## src/rtl/sonic_xgmii_pkg.sv

```systemverilog
// Shared XGMII definitions for the loopback controller: lane layout,
// the idle control word, the mode FSM states and an idle-word test.
package sonic_xgmii_pkg;

  localparam int XGMII_LANES  = 8;
  localparam int XGMII_LANE_W = 9;
  localparam int XGMII_W      = XGMII_LANES * XGMII_LANE_W;

  localparam logic [7:0] XGMII_CTRL_IDLE = 8'h07;

  // One idle lane is the control flag set with the /I/ character.
  localparam logic [XGMII_LANE_W-1:0] IDLE_LANE = {1'b1, XGMII_CTRL_IDLE};
  localparam logic [XGMII_W-1:0]      IDLE_WORD = {XGMII_LANES{IDLE_LANE}};

  typedef enum logic [1:0] {
    NORMAL   = 2'd0,
    ARM_LB   = 2'd1,
    LOOPBACK = 2'd2,
    ARM_NORM = 2'd3
  } lb_state_e;

  // A word is idle only when every lane carries a control /I/.
  function automatic logic is_idle_word(input logic [XGMII_W-1:0] word);
    logic idle;
    idle = 1'b1;
    for (int lane = 0; lane < XGMII_LANES; lane++) begin
      if (word[lane*XGMII_LANE_W +: XGMII_LANE_W] != IDLE_LANE) begin
        idle = 1'b0;
      end
    end
    return idle;
  endfunction

endpackage

```

## src/rtl/sonic_xgmii_idle_det.sv

```systemverilog
// Combinational idle detector for one 72-bit XGMII word.
module sonic_xgmii_idle_det
  import sonic_xgmii_pkg::*;
(
  input  logic [XGMII_W-1:0] word,
  output logic               is_idle
);

  // Flag the word as idle when all eight lanes are control /I/.
  always_comb begin
    is_idle = is_idle_word(word);
  end

endmodule

```

## src/rtl/sonic_eth_loopback_ctrl.sv

```systemverilog
// XGMII loopback mode controller. Sits between MAC and PHY and either
// passes both directions straight through or turns MAC TX back into
// MAC RX. Mode changes wait for a run of idle words on both streams so
// no frame is cut, with an optional timeout that forces the change.
module sonic_eth_loopback_ctrl
  import sonic_xgmii_pkg::*;
#(
  parameter int IDLE_RUN       = 4,
  parameter int TIMEOUT_CYCLES = 65535,
  parameter int CNT_W          = 16
) (
  input  logic               clk,
  input  logic               reset,
  input  logic               lb_enable,
  input  logic [XGMII_W-1:0] tx_in_data,
  input  logic [XGMII_W-1:0] rx_in_data,
  output logic [XGMII_W-1:0] tx_out_data,
  output logic [XGMII_W-1:0] rx_out_data,
  output logic               lb_active,
  output logic               lb_busy,
  output logic               timeout_err,
  output logic [CNT_W-1:0]   switch_count
);

  // The idle run is counted up to IDLE_RUN; a switch is allowed once the
  // current idle word completes the run.
  localparam logic [CNT_W-1:0] RUN_MAX  = CNT_W'(IDLE_RUN);
  localparam logic [CNT_W-1:0] RUN_LAST = CNT_W'(IDLE_RUN - 1);

  // A zero timeout disables forced switching entirely.
  localparam bit               TIMEOUT_EN = (TIMEOUT_CYCLES != 0);
  localparam int               TO_LAST_I  = (TIMEOUT_CYCLES > 0) ? TIMEOUT_CYCLES - 1 : 0;
  localparam logic [CNT_W-1:0] TO_LAST    = CNT_W'(TO_LAST_I);

  lb_state_e        state;
  lb_state_e        next_state;
  logic [CNT_W-1:0] run_cnt;
  logic [CNT_W-1:0] run_cnt_next;
  logic [CNT_W-1:0] wait_cnt;
  logic [CNT_W-1:0] wait_cnt_next;
  logic             tx_idle;
  logic             rx_idle;
  logic             both_idle;
  logic             in_arm;
  logic             route_lb;
  logic             switch_ok;
  logic             timeout_hit;
  logic             do_switch;
  logic             do_timeout;

  sonic_xgmii_idle_det u_tx_idle (
    .word    (tx_in_data),
    .is_idle (tx_idle)
  );

  sonic_xgmii_idle_det u_rx_idle (
    .word    (rx_in_data),
    .is_idle (rx_idle)
  );

  // Decode the current mode and the switch conditions for this cycle.
  always_comb begin
    both_idle   = tx_idle && rx_idle;
    in_arm      = (state == ARM_LB) || (state == ARM_NORM);
    route_lb    = (state == LOOPBACK) || (state == ARM_NORM);
    switch_ok   = both_idle && (run_cnt >= RUN_LAST);
    timeout_hit = TIMEOUT_EN && (wait_cnt == TO_LAST);
  end

  // Next-state selection: abort beats an idle-run switch, which beats the timeout.
  always_comb begin
    next_state = state;
    do_switch  = 1'b0;
    do_timeout = 1'b0;
    case (state)
      NORMAL: begin
        if (lb_enable) begin
          next_state = ARM_LB;
        end
      end
      ARM_LB: begin
        if (!lb_enable) begin
          next_state = NORMAL;
        end else if (switch_ok) begin
          next_state = LOOPBACK;
          do_switch  = 1'b1;
        end else if (timeout_hit) begin
          next_state = LOOPBACK;
          do_switch  = 1'b1;
          do_timeout = 1'b1;
        end
      end
      LOOPBACK: begin
        if (!lb_enable) begin
          next_state = ARM_NORM;
        end
      end
      ARM_NORM: begin
        if (lb_enable) begin
          next_state = LOOPBACK;
        end else if (switch_ok) begin
          next_state = NORMAL;
          do_switch  = 1'b1;
        end else if (timeout_hit) begin
          next_state = NORMAL;
          do_switch  = 1'b1;
          do_timeout = 1'b1;
        end
      end
      default: begin
        next_state = NORMAL;
      end
    endcase
  end

  // Idle-run and wait counters live only while arming and restart on every state entry.
  always_comb begin
    run_cnt_next  = '0;
    wait_cnt_next = '0;
    if (in_arm && (next_state == state)) begin
      wait_cnt_next = wait_cnt + CNT_W'(1);
      if (both_idle) begin
        run_cnt_next = (run_cnt < RUN_MAX) ? run_cnt + CNT_W'(1) : run_cnt;
      end
    end
  end

  // State, counters and status flags; lb_active trails the state so it lines up with the data.
  always_ff @(posedge clk) begin
    if (reset) begin
      state        <= NORMAL;
      run_cnt      <= '0;
      wait_cnt     <= '0;
      lb_active    <= 1'b0;
      timeout_err  <= 1'b0;
      switch_count <= '0;
    end else begin
      state       <= next_state;
      run_cnt     <= run_cnt_next;
      wait_cnt    <= wait_cnt_next;
      lb_active   <= route_lb;
      timeout_err <= do_timeout;
      if (do_switch) begin
        switch_count <= switch_count + CNT_W'(1);
      end
    end
  end

  // Datapath routing follows the current state, so the switching word still goes out the old way.
  always_ff @(posedge clk) begin
    if (reset) begin
      tx_out_data <= IDLE_WORD;
      rx_out_data <= IDLE_WORD;
    end else if (route_lb) begin
      tx_out_data <= IDLE_WORD;
      rx_out_data <= tx_in_data;
    end else begin
      tx_out_data <= tx_in_data;
      rx_out_data <= rx_in_data;
    end
  end

  assign lb_busy = in_arm;

endmodule
```

## config.mk

```make
export PLATFORM = sky130hd
export DESIGN_NAME = sonic_eth_loopback_ctrl
export DESIGN_NICKNAME = d
export VERILOG_FILES = /design/src/rtl/sonic_xgmii_pkg.sv /design/src/rtl/sonic_xgmii_idle_det.sv /design/src/rtl/sonic_eth_loopback_ctrl.sv
export SDC_FILE = /design/constraint.sdc
export NUM_CORES = 1
export LEC_CHECK = 0
export ABC_AREA = 1
export CORE_MARGIN = 2
export CORE_UTILIZATION = 46
export CTS_CLUSTER_SIZE = 25
export DETAILED_ROUTE_END_ITERATION = 8
export GPL_TIMING_DRIVEN = 0
export PLACE_DENSITY = 0.86
export SYNTH_ARGS = -nofsm -noshare
export SYNTH_HDL_FRONTEND = slang
export SYNTH_SLANG_ARGS = --single-unit
```

## constraint.sdc

```tcl
create_clock -name clk -period 3.05 [get_ports clk]
set_clock_uncertainty 0.1 [all_clocks]
set_input_delay 0.61 -clock clk [delete_from_list [all_inputs] [get_ports clk]]
set_output_delay 0.61 -clock clk [all_outputs]
set_load 0.02 [all_outputs]
```

==> run metrics <==
Num CTS Buffers 17; Ys Warns 0; mapped cell area 7187 µm²; clk sink count 196; Die Ht 129.0 µm; total global-route track usage 28.55%; I/O pins 310; asr flop ratio synth 0%; ratio of cells with drive above 1 in the final layout 6.899%; unrepaired setup endpoints after global routing no; Die ar. 16640 µm²; Worst Path Buf+Inv 2; hpwl dp 19.14 mm; synthesis-stage register bit count 196; critical path cell sequence clkbuf_1, clkdlybuf4s50_1; Root Driver clkbuf_16; critical path's top delay family buffers and inverters; arrival time at the worst endpoint 1.71 ns; setup TNS 0 ns; Mapped Cells 908; cell area power density 512.2 nW/µm²; Die Width 129.0 µm; Commonest cells post-synth dfxtp_1 (196), nor2_1 (176), nand2_1 (165); Layout area overhead 55.50%; Peak Freq 413.0 MHz; total grt overflow 0; status finished, final reports clean; share of the synthesized area in the top cell type 54.60%; Vias/cell 4.874; Synth Area per Inst 7.915 µm²; CP peak stage delay 0.61 ns; Post-CTS Hold Fix Bufs 0; Post-synth top flop dfxtp_1; VDD IR max 390.0 µV; row count 45; Leak Pwr 4.724 nW; Routed WL per cell 16.26 µm; clock buffer depth 2; largest net degree at the start of global routing 18; core box area 15260 µm²; Yosys cell types 40; crit-path max FO 6; Seq/Total Area, Yosys 54.60%; first-pass iteration count of the detailed router 5; Slew HR 48.62%; Resized cells post-CTS 0; Final Hold Slack 0.3657 ns; Final Hold Fails 0; final setup fails 0; drt drc 0; worst hold path type register to register; post-synth top area cell dfxtp_1; maxcap violations 0; GP Congestion 0.9336; Port Buffer Count 308; Post-CTS Setup Inserts 0; 1st-iter DRT viols 392; top cells by area, synth dfxtp_1 (55%), nor2_1 (9.2%), nand2_1 (8.6%); max-slew violations 0; CTS H-Tree Depth 4; Nets 1399; critical path startpoint category register; drt total wl 23.95 mm; final worst path period need 2.421 ns; vias in the first global route 6949; clock-pin slew on the worst setup and hold paths 0.07 ns; Vias 7180; Post-synth EDFFs 0; Crit Path Category register to output pin; Worst-Margin Slew 0.7706 ns; Critical Path Sink Type output pin; clk_lat worst skew 0.43 ns; Req. time, crit path 2.34 ns; slowest stage cell, crit path clkdlybuf4s50_1; Starting Density 47.10%; CTS tree built; initial antenna violation count 1; crit share post-route 79.38%; antenna viol nets, final 0; final core occ 73.24%; top-count cell post-synth dfxtp_1; first-pass GRT wire length 35.87 mm
[layer usage]
metal  global-route usage, %  share of wire (%)  vias up
met3                   6.736                7.7       60
met1                   31.58                 38     3311
met4                   13.81                4.1        0
li1                        -                  -     3454
met2                   51.48                 50      355
met5                       0                  0        -
[worst paths after layout]
path,depth (start not counted),slack [ns],endpoint,from
setup / recovery,2,0.63,lb_busy,state[0]$_SDFF_PP0_
hold / removal,2,0.37,run_cnt[1]$_SDFFE_PP0N_,run_cnt[1]$_SDFFE_PP0N_
setup reg to reg,4,0.86,tx_out_data[64]$_SDFF_PP1_,state[1]$_SDFF_PP0_
hold reg to reg,2,0.37,run_cnt[1]$_SDFFE_PP0N_,run_cnt[1]$_SDFFE_PP0N_
[metrics by stage]
| step | setup WS, ns | total power (W) | cells | cell area, µm² |
|---|---|---|---|---|
| 4_1_cts | 0.6195 | 0.005746 | 1472 | 11170 |
| 6_report | 0.6288 | 0.005724 | 1473 | 11180 |
| 2_1_floorplan | 1.089 | 0.003051 | 921 | 7236 |
| 3_3_place_gp | 0.2909 | 0.003528 | 1440 | 10580 |
| 3_5_place_dp | 0.2540 | 0.003544 | 1440 | 10580 |
| 5_1_grt | 0.5254 | 0.005897 | 1473 | 11180 |
[cells in the final DEF (no fill, tap or decap), drive strengths merged, types with 3 or more instances in the layout]
master,netlist,layout
xnor2,7,7
o22ai,17,17
clkinv,0,4
o21ai,27,27
nand2,171,171
nand3,25,25
nor2,195,195
or2,6,6
nand4,15,15
a22oi,4,4
nor3b,3,3
nor4,3,3
a21oi,36,36
clkinvlp,0,3
xor2,10,10
clkdlybuf4s50,0,308
clkbuf,21,40
buf,5,5
ha,4,4
nor3,18,18
dfxtp,196,196
inv,140,144
conb,1,14
[state kept, by name, indices dropped and copies added, names as in the netlist]
register      cells
timeout_err       1
state             2
run_cnt          16
lb_active         1
rx_out_data      72
switch_count     16
wait_cnt         16
tx_out_data      72
[power breakdown]
part	switching (W)	internal, W
clock	0.000990	0.00124
combinational	0.000396	0.000393
sequential	0.0000314	0.00267
total	0.00142	0.00431
[cell type report]
| type | count | area (µm²) |
|---|---|---|
| multi-input cells | 559 | 2679 |
| well taps | 211 | 264.0 |
| inverters | 140 | 525.5 |
| clock inverters | 13 | 147.6 |
| flip-flops and latches | 196 | 3924 |
| plain buffers | 26 | 107.6 |
| diodes | 1 | 2.502 |
| fillers | 1112 | 4083 |
| repair buffers | 308 | 3083 |
| clock buffers | 19 | 442.9 |
[kinds of logic after synthesis]
logic type	count (synthesis)	share of synthesized area, %
AND/OR/NAND/NOR	438	27.19
flip-flops	196	54.60
buffers and inverters	166	8.809
AO/OA/AOI/OAI	86	6.476
XOR/XNOR	17	2.176
adder cells (fa/ha/maj)	4	0.6964
other	1	0.05218
[worst min-delay path: stages, from the launching register on]
cell,delay [ns]
dfxtp_1,0.31
nand2_1,0.06
a21oi_1,0.05
Power figures use the tool's default switching activity.
